## src/rtl/sync_fifo_param_if.sv

```systemverilog
// -----------------------------------------------------------------------------
// sync_fifo_param_if
// Handshake/data bundle for sync_fifo_param.
//   master : producer/consumer side (drives data_in, wr_en, rd_en)
//   slave  : FIFO side (drives data_out, status flags and count)
// Parameters must match the FIFO instance connected to it.
// -----------------------------------------------------------------------------
interface sync_fifo_param_if #(
    parameter int FIFO_WIDTH = 16,
    parameter int FIFO_DEPTH = 8
);
    localparam int CW = $clog2(FIFO_DEPTH) + 1;

    logic [FIFO_WIDTH-1:0] data_in;
    logic                  wr_en;
    logic                  rd_en;
    logic [FIFO_WIDTH-1:0] data_out;
    logic                  wr_ack;
    logic                  overflow;
    logic                  underflow;
    logic                  full;
    logic                  empty;
    logic                  almostfull;
    logic                  almostempty;
    logic [CW-1:0]         count;

    modport master (
        output data_in, wr_en, rd_en,
        input  data_out, wr_ack, overflow, underflow,
               full, empty, almostfull, almostempty, count
    );

    modport slave (
        input  data_in, wr_en, rd_en,
        output data_out, wr_ack, overflow, underflow,
               full, empty, almostfull, almostempty, count
    );
endinterface

```

## src/rtl/sync_fifo_param.sv

```systemverilog
// -----------------------------------------------------------------------------
// sync_fifo_param
// Parametrised single-clock FIFO with registered occupancy count, programmable
// almost-full / almost-empty thresholds and registered write/overflow/underflow
// status.
//
// Ports
//   clk    : clock, rising edge
//   rst_n  : asynchronous active-low reset
//   bus    : sync_fifo_param_if.slave
//            data_in/wr_en/rd_en in; data_out, wr_ack, overflow, underflow,
//            full, empty, almostfull, almostempty, count out
//
// Build option
//   FIFO_FWFT_EN : first-word-fall-through read. data_out shows mem[rd_ptr]
//                  combinationally while not empty (0 when empty) and rd_en
//                  pops it. Undefined: data_out registered on read accept.
// -----------------------------------------------------------------------------
module sync_fifo_param #(
    parameter int FIFO_WIDTH = 16,
    parameter int FIFO_DEPTH = 8,
    parameter int AF_THRESH  = FIFO_DEPTH - 1,
    parameter int AE_THRESH  = 1
) (
    input  logic                clk,
    input  logic                rst_n,
    sync_fifo_param_if.slave    bus
);
    localparam int AW = $clog2(FIFO_DEPTH);
    localparam int CW = AW + 1;

    localparam logic [CW-1:0] DEPTH_C = CW'(FIFO_DEPTH);
    localparam logic [CW-1:0] AF_C    = CW'(AF_THRESH);
    localparam logic [CW-1:0] AE_C    = CW'(AE_THRESH);

    logic [FIFO_WIDTH-1:0] mem [FIFO_DEPTH];

    logic [AW-1:0] wr_ptr;
    logic [AW-1:0] rd_ptr;
    logic [CW-1:0] count;
    logic          wr_ack;
    logic          overflow;
    logic          underflow;
    logic          full;
    logic          empty;
    logic          wr_acc;
    logic          rd_acc;

    // Flags come straight from the registered count.
    assign full  = (count == DEPTH_C);
    assign empty = (count == '0);

    // When full, a simultaneous read still goes through and the write is
    // rejected; when empty, the write goes through and the read is rejected.
    assign wr_acc = bus.wr_en && !full;
    assign rd_acc = bus.rd_en && !empty;

    // Pointers are exactly AW bits so they wrap naturally at DEPTH.
    always_ff @(posedge clk or negedge rst_n) begin
        if (!rst_n) begin
            wr_ptr    <= '0;
            rd_ptr    <= '0;
            count     <= '0;
            wr_ack    <= 1'b0;
            overflow  <= 1'b0;
            underflow <= 1'b0;
        end else begin
            if (wr_acc) wr_ptr <= wr_ptr + 1'b1;
            if (rd_acc) rd_ptr <= rd_ptr + 1'b1;
            case ({wr_acc, rd_acc})
                2'b10:   count <= count + 1'b1;
                2'b01:   count <= count - 1'b1;
                default: count <= count;
            endcase
            wr_ack    <= wr_acc;
            overflow  <= bus.wr_en && full;
            underflow <= bus.rd_en && empty;
        end
    end

    // Storage is not reset; stale words are unreachable once pointers clear.
    always_ff @(posedge clk) begin
        if (wr_acc) mem[wr_ptr] <= bus.data_in;
    end

`ifdef FIFO_FWFT_EN
    assign bus.data_out = empty ? '0 : mem[rd_ptr];
`else
    logic [FIFO_WIDTH-1:0] data_q;

    // Holds across idle and underflow cycles.
    always_ff @(posedge clk or negedge rst_n) begin
        if (!rst_n)      data_q <= '0;
        else if (rd_acc) data_q <= mem[rd_ptr];
    end

    assign bus.data_out = data_q;
`endif

    assign bus.count       = count;
    assign bus.full        = full;
    assign bus.empty       = empty;
    assign bus.almostfull  = (count >= AF_C) && !full;
    assign bus.almostempty = !empty && (count <= AE_C);
    assign bus.wr_ack      = wr_ack;
    assign bus.overflow    = overflow;
    assign bus.underflow   = underflow;
endmodule

```

## src/flat_wrapper.sv

```systemverilog
// flat-port wrapper written by rule: the top's interface ports become plain ports
module sync_fifo_param_flat 
#(
    parameter int FIFO_WIDTH = 16,
    parameter int FIFO_DEPTH = 8,
    parameter int AF_THRESH  = FIFO_DEPTH - 1,
    parameter int AE_THRESH  = 1
)
  (clk, rst_n, bus_data_in, bus_wr_en, bus_rd_en, bus_data_out, bus_wr_ack, bus_overflow, bus_underflow, bus_full, bus_empty, bus_almostfull, bus_almostempty, bus_count);
  sync_fifo_param_if #(.FIFO_WIDTH(FIFO_WIDTH), .FIFO_DEPTH(FIFO_DEPTH)) bus_i ();
  input  logic clk;
  input  logic rst_n;
  input wire logic [$bits(bus_i.data_in)-1:0] bus_data_in;
  input wire logic [$bits(bus_i.wr_en)-1:0] bus_wr_en;
  input wire logic [$bits(bus_i.rd_en)-1:0] bus_rd_en;
  output wire logic [$bits(bus_i.data_out)-1:0] bus_data_out;
  output wire logic [$bits(bus_i.wr_ack)-1:0] bus_wr_ack;
  output wire logic [$bits(bus_i.overflow)-1:0] bus_overflow;
  output wire logic [$bits(bus_i.underflow)-1:0] bus_underflow;
  output wire logic [$bits(bus_i.full)-1:0] bus_full;
  output wire logic [$bits(bus_i.empty)-1:0] bus_empty;
  output wire logic [$bits(bus_i.almostfull)-1:0] bus_almostfull;
  output wire logic [$bits(bus_i.almostempty)-1:0] bus_almostempty;
  output wire logic [$bits(bus_i.count)-1:0] bus_count;
  assign bus_i.data_in = bus_data_in;
  assign bus_i.wr_en = bus_wr_en;
  assign bus_i.rd_en = bus_rd_en;
  assign bus_data_out = bus_i.data_out;
  assign bus_wr_ack = bus_i.wr_ack;
  assign bus_overflow = bus_i.overflow;
  assign bus_underflow = bus_i.underflow;
  assign bus_full = bus_i.full;
  assign bus_empty = bus_i.empty;
  assign bus_almostfull = bus_i.almostfull;
  assign bus_almostempty = bus_i.almostempty;
  assign bus_count = bus_i.count;
  sync_fifo_param #(.FIFO_WIDTH(FIFO_WIDTH), .FIFO_DEPTH(FIFO_DEPTH), .AF_THRESH(AF_THRESH), .AE_THRESH(AE_THRESH)) u_core (.clk(clk), .rst_n(rst_n), .bus(bus_i));
endmodule
```

## config.mk

```make
export PLATFORM = sky130hd
export DESIGN_NAME = sync_fifo_param_flat
export DESIGN_NICKNAME = d
export VERILOG_FILES = /design/src/rtl/sync_fifo_param_if.sv /design/src/rtl/sync_fifo_param.sv /design/src/flat_wrapper.sv
export SDC_FILE = /design/constraint.sdc
export NUM_CORES = 1
export LEC_CHECK = 0
export CAP_MARGIN = 30
export CELL_PAD_IN_SITES_DETAIL_PLACEMENT = 1
export CELL_PAD_IN_SITES_GLOBAL_PLACEMENT = 2
export CORE_MARGIN = 4
export CORE_UTILIZATION = 44
export CTS_CLUSTER_SIZE = 12
export DETAILED_ROUTE_END_ITERATION = 7
export PLACE_DENSITY_LB_ADDON = 0.1
export SETUP_SLACK_MARGIN = 0.5
export SLEW_MARGIN = 40
export SYNTH_ARGS = -nofsm -noshare
export SYNTH_HDL_FRONTEND = slang
export SYNTH_SLANG_ARGS = --single-unit
```

## constraint.sdc

```tcl
create_clock -name clk -period 4.4 [get_ports clk]
set_input_delay 0.88 -clock clk [delete_from_list [all_inputs] [get_ports clk]]
set_output_delay 0.88 -clock clk [all_outputs]
set_load 0.01 [all_outputs]
```

==> report_table.html, run 1 <==
<table>
<tr><th>Metric</th><th>Value</th></tr>
<tr><th colspan="2">Clock network</th></tr>
<tr><td>Longest Clk Path Bufs</td><td>2</td></tr>
<tr><td>Number of buffers created by CTS</td><td>17</td></tr>
<tr><td>Deepest level of the CTS H-tree</td><td>4</td></tr>
<tr><td>Setup bufs post-CTS</td><td>0</td></tr>
<tr><td>Sinks on the clock net</td><td>157</td></tr>
<tr><td>Clock-pin transition on the worst setup and hold timing paths</td><td>0.06 ns</td></tr>
<tr><td>Hold-fix buffers at CTS</td><td>0</td></tr>
<tr><td>Cell at the root of the clock tree</td><td>sky130_fd_sc_hd__clkbuf_16</td></tr>
<tr><td>Number of cells upsized or downsized after cts</td><td>0</td></tr>
<tr><td>CTS tree</td><td>built</td></tr>
<tr><td>Later-pin clock latency in the skew report</td><td>0.41 ns</td></tr>
<tr><th colspan="2">STA</th></tr>
<tr><td>Remaining max-slew budget at the tightest pin</td><td>60.8%</td></tr>
<tr><td>Final setup vio count</td><td>0</td></tr>
<tr><td>Slew @ Worst Pin</td><td>0.587 ns</td></tr>
<tr><td>Final hold violation count</td><td>0</td></tr>
<tr><td>Setup Total Neg Slack</td><td>0 ns</td></tr>
<tr><td>Shortest clock period the worst path allows after layout</td><td>3.07 ns</td></tr>
<tr><td>Share of the cycle needed by the critical path after routing</td><td>69.7%</td></tr>
<tr><td>Setup repair after global routing missed its margin</td><td>false</td></tr>
<tr><td>Max Slew Vio Count</td><td>0</td></tr>
<tr><td>Highest achievable clock rate</td><td>0.326 GHz</td></tr>
<tr><td>Worst clock skew</td><td>0.00696 ns</td></tr>
<tr><th colspan="2">Final layout</th></tr>
<tr><td>Core occupancy in the finished layout</td><td>54.0%</td></tr>
<tr><td>Final Net Count</td><td>450</td></tr>
<tr><td>Number of fillers in the final layout</td><td>1303</td></tr>
<tr><td>Final std cell area, no fill</td><td>7550 um^2</td></tr>
<tr><td>Area of all sequential standard cells</td><td>4570 um^2</td></tr>
<tr><td>Count of inserted antenna diode cells</td><td>0</td></tr>
<tr><td>Final instance count without filler cells</td><td>617</td></tr>
<tr><td>Ratio of cells with drive above 1 in the final layout</td><td>20.4%</td></tr>
<tr><td>Multi-input combinational cell area</td><td>1610 um^2</td></tr>
<tr><td>Synth-to-layout area growth</td><td>19.7%</td></tr>
<tr><th colspan="2">Synthesis</th></tr>
<tr><td>Post-synth net total</td><td>386</td></tr>
<tr><td>Number of instances in the synthesized netlist</td><td>360</td></tr>
<tr><td>Main area contributors after synthesis</td><td>sky130_fd_sc_hd__edfxtp_1 (61%), sky130_fd_sc_hd__dfrtp_1 (11%), sky130_fd_sc_hd__mux2i_1 (5.2%)</td></tr>
<tr><td>Post-synth top area share</td><td>60.9%</td></tr>
<tr><td>Mean instance size in the synthesized netlist</td><td>17.5 um^2</td></tr>
<tr><td>Count of synthesis-stage warnings from yosys</td><td>0</td></tr>
<tr><td>Number of synthesized register bits</td><td>157</td></tr>
<tr><td>Synth unique cells</td><td>35</td></tr>
<tr><td>Share of the yosys chip area belonging to registers</td><td>72.4%</td></tr>
<tr><td>Synth Cell Area</td><td>6310 um^2</td></tr>
<tr><td>Cell type with the highest aggregate area in the netlist</td><td>sky130_fd_sc_hd__edfxtp_1</td></tr>
<tr><th colspan="2">Global route</th></tr>
<tr><td>Global-route usage over all layers</td><td>18.1%</td></tr>
<tr><td>Via count of the first global-routing pass</td><td>3730</td></tr>
<tr><td>Pin count of the biggest net entering global routing</td><td>38</td></tr>
<tr><td>Grt ovf</td><td>0</td></tr>
<tr><td>Antenna violations before repair</td><td>0</td></tr>
<tr><td>Global-route wire length before repair</td><td>21700 um</td></tr>
<tr><th colspan="2">Place</th></tr>
<tr><td>Placed wire-length estimate after detailed placement</td><td>8290 um</td></tr>
<tr><td>Standard cell area after detailed placement</td><td>7020 um^2</td></tr>
<tr><td>Count of buffers from port buffering</td><td>46</td></tr>
<tr><td>Placed instance count</td><td>585</td></tr>
<tr><td>RePlAce Congestion</td><td>0.712</td></tr>
<tr><th colspan="2">Run</th></tr>
<tr><td>Number of max-cap violations</td><td>0</td></tr>
<tr><th colspan="2">Worst setup path</th></tr>
<tr><td>Delay of the slowest cell on the worst path</td><td>0.61 ns</td></tr>
<tr><td>Setup crit end</td><td>bus_empty</td></tr>
<tr><td>Top Family by Delay on Critical Path</td><td>buffers and inverters</td></tr>
<tr><td>Required @ worst endpoint</td><td>3.52 ns</td></tr>
<tr><td>Capturing element type of the critical path</td><td>output pin</td></tr>
<tr><td>Startpoint of the worst register-to-register path</td><td>u_core.bus.count[0]$_DFFE_PN0P_</td></tr>
<tr><td>Startpoint type of the worst setup path</td><td>flip-flop</td></tr>
<tr><td>Critical path peak fanout</td><td>6</td></tr>
<tr><td>Classification of the worst setup path</td><td>flip-flop to output pin</td></tr>
<tr><td>Arr. time, crit path</td><td>2.19 ns</td></tr>
<tr><td>Cells along the critical path</td><td>inv_1 &gt; ha_1 &gt; nor3b_2 &gt; clkdlybuf4s50_1</td></tr>
<tr><td>Crit path depth</td><td>4</td></tr>
<tr><td>R2R Path End</td><td>u_core.bus.count[3]$_DFFE_PN0P_</td></tr>
<tr><td>Critical path launch point</td><td>u_core.bus.count[1]$_DFFE_PN0P_</td></tr>
<tr><td>Cell with the biggest individual delay on the critical path</td><td>sky130_fd_sc_hd__clkdlybuf4s50_1</td></tr>
<tr><td>Count of buffering cells on the critical path with inverters included</td><td>2</td></tr>
<tr><td>Logic depth of the worst register-to-register path</td><td>10</td></tr>
<tr><td>Register-to-register path setup slack</td><td>1.74 ns</td></tr>
<tr><th colspan="2">Min path</th></tr>
<tr><td>Class of the tightest hold or removal check</td><td>input port to async pin</td></tr>
<tr><th colspan="2">Die</th></tr>
<tr><td>Die boundary width</td><td>128 um</td></tr>
<tr><td>Area of the core</td><td>14000 um^2</td></tr>
<tr><td>Die area</td><td>16300 um^2</td></tr>
<tr><td>Effective utilization at floorplan</td><td>45.1%</td></tr>
<tr><td>Die boundary height</td><td>128 um</td></tr>
<tr><td>I/O pin cnt</td><td>47</td></tr>
<tr><td>Num rows</td><td>43</td></tr>
<tr><th colspan="2">Power</th></tr>
<tr><td>P_leak</td><td>2.68 nW</td></tr>
<tr><td>Fraction of power spent switching nets</td><td>31.7%</td></tr>
<tr><td>Seq pwr share</td><td>43.0%</td></tr>
<tr><td>Fraction of power consumed by the clock network</td><td>26.2%</td></tr>
<tr><td>Combinational Power Share</td><td>30.8%</td></tr>
<tr><td>Largest vdd supply drop</td><td>0.000329 V</td></tr>
<tr><td>Post-layout total power</td><td>5.05 mW</td></tr>
<tr><td>Psw</td><td>1.60 mW</td></tr>
<tr><td>Power density relative to cell area</td><td>669 nW/um^2</td></tr>
<tr><td>Internal power contribution</td><td>3.45 mW</td></tr>
<tr><th colspan="2">Routing</th></tr>
<tr><td>Antenna viol nets, final</td><td>0</td></tr>
<tr><td>Overall via count from detail_route</td><td>3371</td></tr>
<tr><td>Final routed wire length divided by cell count</td><td>22.3 um</td></tr>
<tr><td>Count of TritonRoute iterations in the first routing pass</td><td>4</td></tr>
<tr><td>Drt initial violations</td><td>222</td></tr>
<tr><td>DR vias/cell</td><td>5.46</td></tr>
<tr><td>DRC errors left</td><td>0</td></tr>
<tr><td>Total wire length after detailed routing</td><td>13800 um</td></tr>
<tr><th colspan="2">Status</th></tr>
<tr><td>Result of the run</td><td>complete, no violations</td></tr>
</table>
==> metrics by stage <==
step	setup slack, ns	hold WS, ns
after global routing	1.21	0.472
after floorplan	1.29	0.507
after CTS	1.28	0.452
final	1.33	0.452
after detailed placement	1.54	0.522
after global placement	1.61	0.518
==> synth_stat cells, drive strengths merged <==
cell type / n
and2: 2
nand2: 4
nor4b: 1
or4b: 1
a21oi: 3
o31ai: 16
clkbuf: 4
mux2i: 33
mux2: 34
nor4: 1
nand2b: 4
o22ai: 16
a22o: 16
nor3b: 1
o21ai: 17
nor2b: 1
nor3: 4
dfrtp: 29
xnor2: 7
xor2: 1
buf: 14
nand3b: 2
inv: 7
nand3: 2
nor2: 5
edfxtp: 128
nand4b: 1
ha: 6
==> sequential cells by signal, summed over array words and instances (netlist names) <==
register / flops
u_core.mem: 128
u_core.bus.underflow: 1
u_core.wr_ptr: 3
u_core.bus.data_out: 16
u_core.bus.count: 4
u_core.rd_ptr: 3
u_core.bus.wr_ack: 1
u_core.bus.overflow: 1
==> layer usage <==
| metal | vias up | part of all wire, % | GRT usage [%] |
|---|---|---|---|
| met5 | - | 0 | 0 |
| met4 | 0 | 1.1 | 6.30 |
| met3 | 11 | 4.3 | 3.67 |
| met2 | 76 | 50 | 29.4 |
| met1 | 1747 | 45 | 24.5 |
| li1 | 1537 | - | - |
==> cells by family (layout without fill, tap and decap cells) <==
family | after synthesis | in the layout | share of synthesized area, %
AO/OA/AOI/OAI | 68 | 68 | 8.62
XOR/XNOR | 8 | 8 | 1.11
adder cells (fa/ha/maj) | 6 | 6 | 1.19
buffers and inverters | 25 | 102 | 2.70
flip-flops | 157 | 157 | 72.4
multiplexers | 67 | 67 | 11.3
AND/OR/NAND/NOR | 29 | 29 | 2.68
==> cell usage in the layout (no fill, tap or decap), drive strengths merged, types with 6 or more instances in the layout <==
master and instances:
edfxtp 128, clkdlybuf4s50 45, mux2 34, mux2i 33, dfrtp 29, clkbuf 21, buf 17, o21ai 17
o22ai 16, a22o 16, o31ai 16, inv 8, xnor2 7, ha 6, clkinv 6
==> how the worst min path moves through the flow <==
stage | start | end | slack [ns] | cells past startpoint
2_1_floorplan | u_core.rd_ptr[2]$_DFFE_PN0P_ | u_core.rd_ptr[2]$_DFFE_PN0P_ | 0.51 | 1
4_1_cts | rst_n | u_core.bus.data_out[5]$_DFFE_PN0P_ | 0.45 | 1
6_report | rst_n | u_core.bus.data_out[8]$_DFFE_PN0P_ | 0.45 | 1
3_3_place_gp | u_core.bus.data_out[6]$_DFFE_PN0P_ | u_core.bus.data_out[6]$_DFFE_PN0P_ | 0.52 | 2
5_1_grt | rst_n | u_core.bus.data_out[6]$_DFFE_PN0P_ | 0.47 | 1
3_5_place_dp | u_core.bus.data_out[6]$_DFFE_PN0P_ | u_core.bus.data_out[6]$_DFFE_PN0P_ | 0.52 | 2
==> power groups by stage <==
stage | combinational [mW] | clock, mW | sequential (mW)
after floorplan | 1.05 | 0 | 2.12
after global placement | 1.55 | 0 | 2.18
after detailed placement | 1.57 | 0 | 2.21
after CTS | 1.58 | 1.35 | 2.18
after global routing | 1.70 | 1.42 | 2.21
final | 1.56 | 1.32 | 2.17
==> final cells by class <==
class / instances / share of cell area (%)
Clock inverter: 12 / 1.29
Tap cell: 180 / 2.98
Timing Repair Buffer: 63 / 7.75
Inverter: 7 / 0.348
Clock buffer: 20 / 5.78
Multi-Input combinational cell: 178 / 21.3
Sequential cell: 157 / 60.5
No activity file was read; power rests on OpenSTA's default activity.
==> inputs of run 2 (changes only) <==
CORE_UTILIZATION = 39   (was 44)
clock period = 2.6 ns   (was 4.4 ns; I/O delays follow)
==> run 2 against run 1 <==
Net effect: power increased by 77%; register-to-register slack got worse by 1.3 ns; sequential power up 67%; flip-flop and latch count unchanged; largest power group unchanged.
==> report_table.html, run 2 (synthesis gave the netlist of run 1 again) <==
<table>
<tr><th>Metric</th><th>Value</th></tr>
<tr><th colspan="2">Status</th></tr>
<tr><td>Result of the run</td><td>complete, no violations</td></tr>
<tr><th colspan="2">Power</th></tr>
<tr><td>Largest vdd supply drop</td><td>0.000506 V</td></tr>
<tr><td>Power density relative to cell area</td><td>1140 nW/um^2</td></tr>
<tr><td>Post-layout total power</td><td>8.95 mW</td></tr>
<tr><td>P_leak</td><td>2.81 nW</td></tr>
<tr><th colspan="2">Routing</th></tr>
<tr><td>Drt initial violations</td><td>134</td></tr>
<tr><td>Final routed wire length divided by cell count</td><td>21.0 um</td></tr>
<tr><td>Total wire length after detailed routing</td><td>14200 um</td></tr>
<tr><td>Overall via count from detail_route</td><td>3420</td></tr>
<tr><td>Count of TritonRoute iterations in the first routing pass</td><td>4</td></tr>
<tr><td>DRC errors left</td><td>0</td></tr>
<tr><td>Antenna viol nets, final</td><td>0</td></tr>
<tr><td>DR vias/cell</td><td>5.07</td></tr>
<tr><th colspan="2">Global route</th></tr>
<tr><td>Global-route wire length before repair</td><td>21700 um</td></tr>
<tr><td>Grt ovf</td><td>0</td></tr>
<tr><td>Via count of the first global-routing pass</td><td>3779</td></tr>
<tr><td>Global-route usage over all layers</td><td>16.3%</td></tr>
<tr><td>Antenna violations before repair</td><td>0</td></tr>
<tr><td>Pin count of the biggest net entering global routing</td><td>32</td></tr>
<tr><th colspan="2">STA</th></tr>
<tr><td>Final setup vio count</td><td>0</td></tr>
<tr><td>Setup repair after global routing missed its margin</td><td>true</td></tr>
<tr><td>Share of the cycle needed by the critical path after routing</td><td>81.8%</td></tr>
<tr><td>Final hold violation count</td><td>0</td></tr>
<tr><td>Remaining max-slew budget at the tightest pin</td><td>68.0%</td></tr>
<tr><td>Worst clock skew</td><td>0.00868 ns</td></tr>
<tr><td>Shortest clock period the worst path allows after layout</td><td>2.13 ns</td></tr>
<tr><td>Max Slew Vio Count</td><td>0</td></tr>
<tr><td>Highest achievable clock rate</td><td>0.470 GHz</td></tr>
<tr><td>Slew @ Worst Pin</td><td>0.480 ns</td></tr>
<tr><td>Setup Total Neg Slack</td><td>0 ns</td></tr>
<tr><th colspan="2">Clock network</th></tr>
<tr><td>Sinks on the clock net</td><td>157</td></tr>
<tr><td>Clock-pin transition on the worst setup and hold timing paths</td><td>0.06 ns</td></tr>
<tr><td>CTS tree</td><td>built</td></tr>
<tr><td>Longest Clk Path Bufs</td><td>2</td></tr>
<tr><td>Later-pin clock latency in the skew report</td><td>0.42 ns</td></tr>
<tr><td>Hold-fix buffers at CTS</td><td>0</td></tr>
<tr><td>Deepest level of the CTS H-tree</td><td>4</td></tr>
<tr><td>Cell at the root of the clock tree</td><td>sky130_fd_sc_hd__clkbuf_16</td></tr>
<tr><td>Number of buffers created by CTS</td><td>17</td></tr>
<tr><th colspan="2">Final layout</th></tr>
<tr><td>Ratio of cells with drive above 1 in the final layout</td><td>27.1%</td></tr>
<tr><td>Final instance count without filler cells</td><td>674</td></tr>
<tr><td>Most frequent cells in the layout</td><td>sky130_fd_sc_hd__edfxtp_1 (128), sky130_fd_sc_hd__clkdlybuf4s50_1 (42), sky130_fd_sc_hd__buf_4 (35)</td></tr>
<tr><td>Core occupancy in the finished layout</td><td>49.4%</td></tr>
<tr><td>Final std cell area, no fill</td><td>7850 um^2</td></tr>
<tr><td>Number of fillers in the final layout</td><td>1539</td></tr>
<tr><td>Final Net Count</td><td>471</td></tr>
<tr><td>Synth-to-layout area growth</td><td>24.4%</td></tr>
<tr><td>Biggest register</td><td>u_core.mem</td></tr>
<tr><td>Flip-flop count of the largest register after layout</td><td>128</td></tr>
<tr><td>Leading cell type in the layout, fill and taps excluded</td><td>sky130_fd_sc_hd__edfxtp_1</td></tr>
<tr><td>Count of inserted antenna diode cells</td><td>0</td></tr>
<tr><th colspan="2">Die</th></tr>
<tr><td>Area of the core</td><td>15900 um^2</td></tr>
<tr><td>Die boundary width</td><td>135 um</td></tr>
<tr><td>Die boundary height</td><td>135 um</td></tr>
<tr><td>Die area</td><td>18300 um^2</td></tr>
<tr><td>Num rows</td><td>46</td></tr>
<tr><td>Effective utilization at floorplan</td><td>39.7%</td></tr>
<tr><td>I/O pin cnt</td><td>47</td></tr>
<tr><th colspan="2">Place</th></tr>
<tr><td>Placed instance count</td><td>629</td></tr>
<tr><td>RePlAce Congestion</td><td>0.688</td></tr>
<tr><td>Count of buffers from port buffering</td><td>46</td></tr>
<tr><td>Placed wire-length estimate after detailed placement</td><td>9130 um</td></tr>
<tr><td>Standard cell area after detailed placement</td><td>7180 um^2</td></tr>
<tr><th colspan="2">Worst setup path</th></tr>
<tr><td>Startpoint type of the worst setup path</td><td>flip-flop</td></tr>
<tr><td>Critical path peak fanout</td><td>5</td></tr>
<tr><td>Capturing element type of the critical path</td><td>output pin</td></tr>
<tr><td>Arr. time, crit path</td><td>1.61 ns</td></tr>
<tr><td>Required @ worst endpoint</td><td>2.08 ns</td></tr>
<tr><td>Classification of the worst setup path</td><td>flip-flop to output pin</td></tr>
<tr><th colspan="2">Run</th></tr>
<tr><td>Number of max-cap violations</td><td>0</td></tr>
<tr><th colspan="2">Min path</th></tr>
<tr><td>Class of the tightest hold or removal check</td><td>input port to async pin</td></tr>
</table>
run 2: cell count changes in the layout (fill, tap and decap cells not counted), moves of 3 or more:
cell | before | now
sky130_fd_sc_hd__inv_1 | 6 | 3
sky130_fd_sc_hd__dfrtp_2 | 0 | 4
sky130_fd_sc_hd__dfrtp_1 | 28 | 25
sky130_fd_sc_hd__buf_4 | 17 | 35
sky130_fd_sc_hd__clkinv_1 | 4 | 1
sky130_fd_sc_hd__clkdlybuf4s50_1 | 45 | 42
sky130_fd_sc_hd__clkinv_2 | 1 | 4
run 2: cell type report:
type                       instances  area, um^2  area share [%]
timing repair buffer              84         758            9.66
sequential                       157        4570            58.3
multi-input combinational        178        1660            21.1
inverter                           7        28.8           0.367
clock inverter                    12         123            1.56
clock buffer                      20         437            5.56
tap                              216         270            3.44
run 2: power breakdown:
part	total, mW	switching [mW]	internal, mW
Combinational	2.99	1.51	1.48
Clock	2.34	0.937	1.40
Sequential	3.62	0.356	3.26
Total	8.95	2.81	6.14
run 2: final timing paths:
kind                                                      from                             endpoint  slack (ns)  cells past startpoint
setup / recovery               u_core.bus.count[1]$_DFFE_PN0P_                      bus_almostempty        0.47                      5
hold / removal                                           rst_n   u_core.bus.data_out[9]$_DFFE_PN0P_        0.51                      2
setup reg to reg               u_core.bus.count[1]$_DFFE_PN0P_      u_core.bus.count[3]$_DFFE_PN0P_        0.49                     10
hold reg to reg            u_core.bus.data_out[14]$_DFFE_PN0P_  u_core.bus.data_out[14]$_DFFE_PN0P_        0.51                      2
max in group asynchronous                                rst_n      u_core.bus.count[1]$_DFFE_PN0P_        1.76                      2
min in group clk           u_core.bus.data_out[14]$_DFFE_PN0P_  u_core.bus.data_out[14]$_DFFE_PN0P_        0.51                      2
run 2: worst max-delay path: stages, from the launching register on:
cell and delay [ns]:
sky130_fd_sc_hd__dfrtp_2 0.40, sky130_fd_sc_hd__inv_2 0.06, sky130_fd_sc_hd__ha_4 0.17, sky130_fd_sc_hd__buf_4 0.13, sky130_fd_sc_hd__nor4b_2 0.26, sky130_fd_sc_hd__buf_2 0.17
run 2: routing by layer:
metal	routed length (um)	share of wire [%]	vias up	track usage [%]
met5	0	0	-	0
met4	184	1.3	0	5.38
met3	307	2.2	12	2.90
met2	7410	52	44	28.5
met1	6250	44	1782	20.6
li1	-	-	1582	-
run 2: timing repair:
item,4_1_cts,5_1_grt
endpoints found under the hold margin,0,0
buffers inserted,9,4
pin swaps,2,3
gates resized for setup,16,3
setup endpoints to repair,6,6
run 2: per-stage QoR:
step | hold slack [ns] | setup slack (ns)
floorplan | 0.224 | 0.378
global placement | 0.491 | 0.360
detailed placement | 0.498 | 0.307
CTS | 0.511 | 0.465
global route | 0.535 | 0.388
finish | 0.506 | 0.472
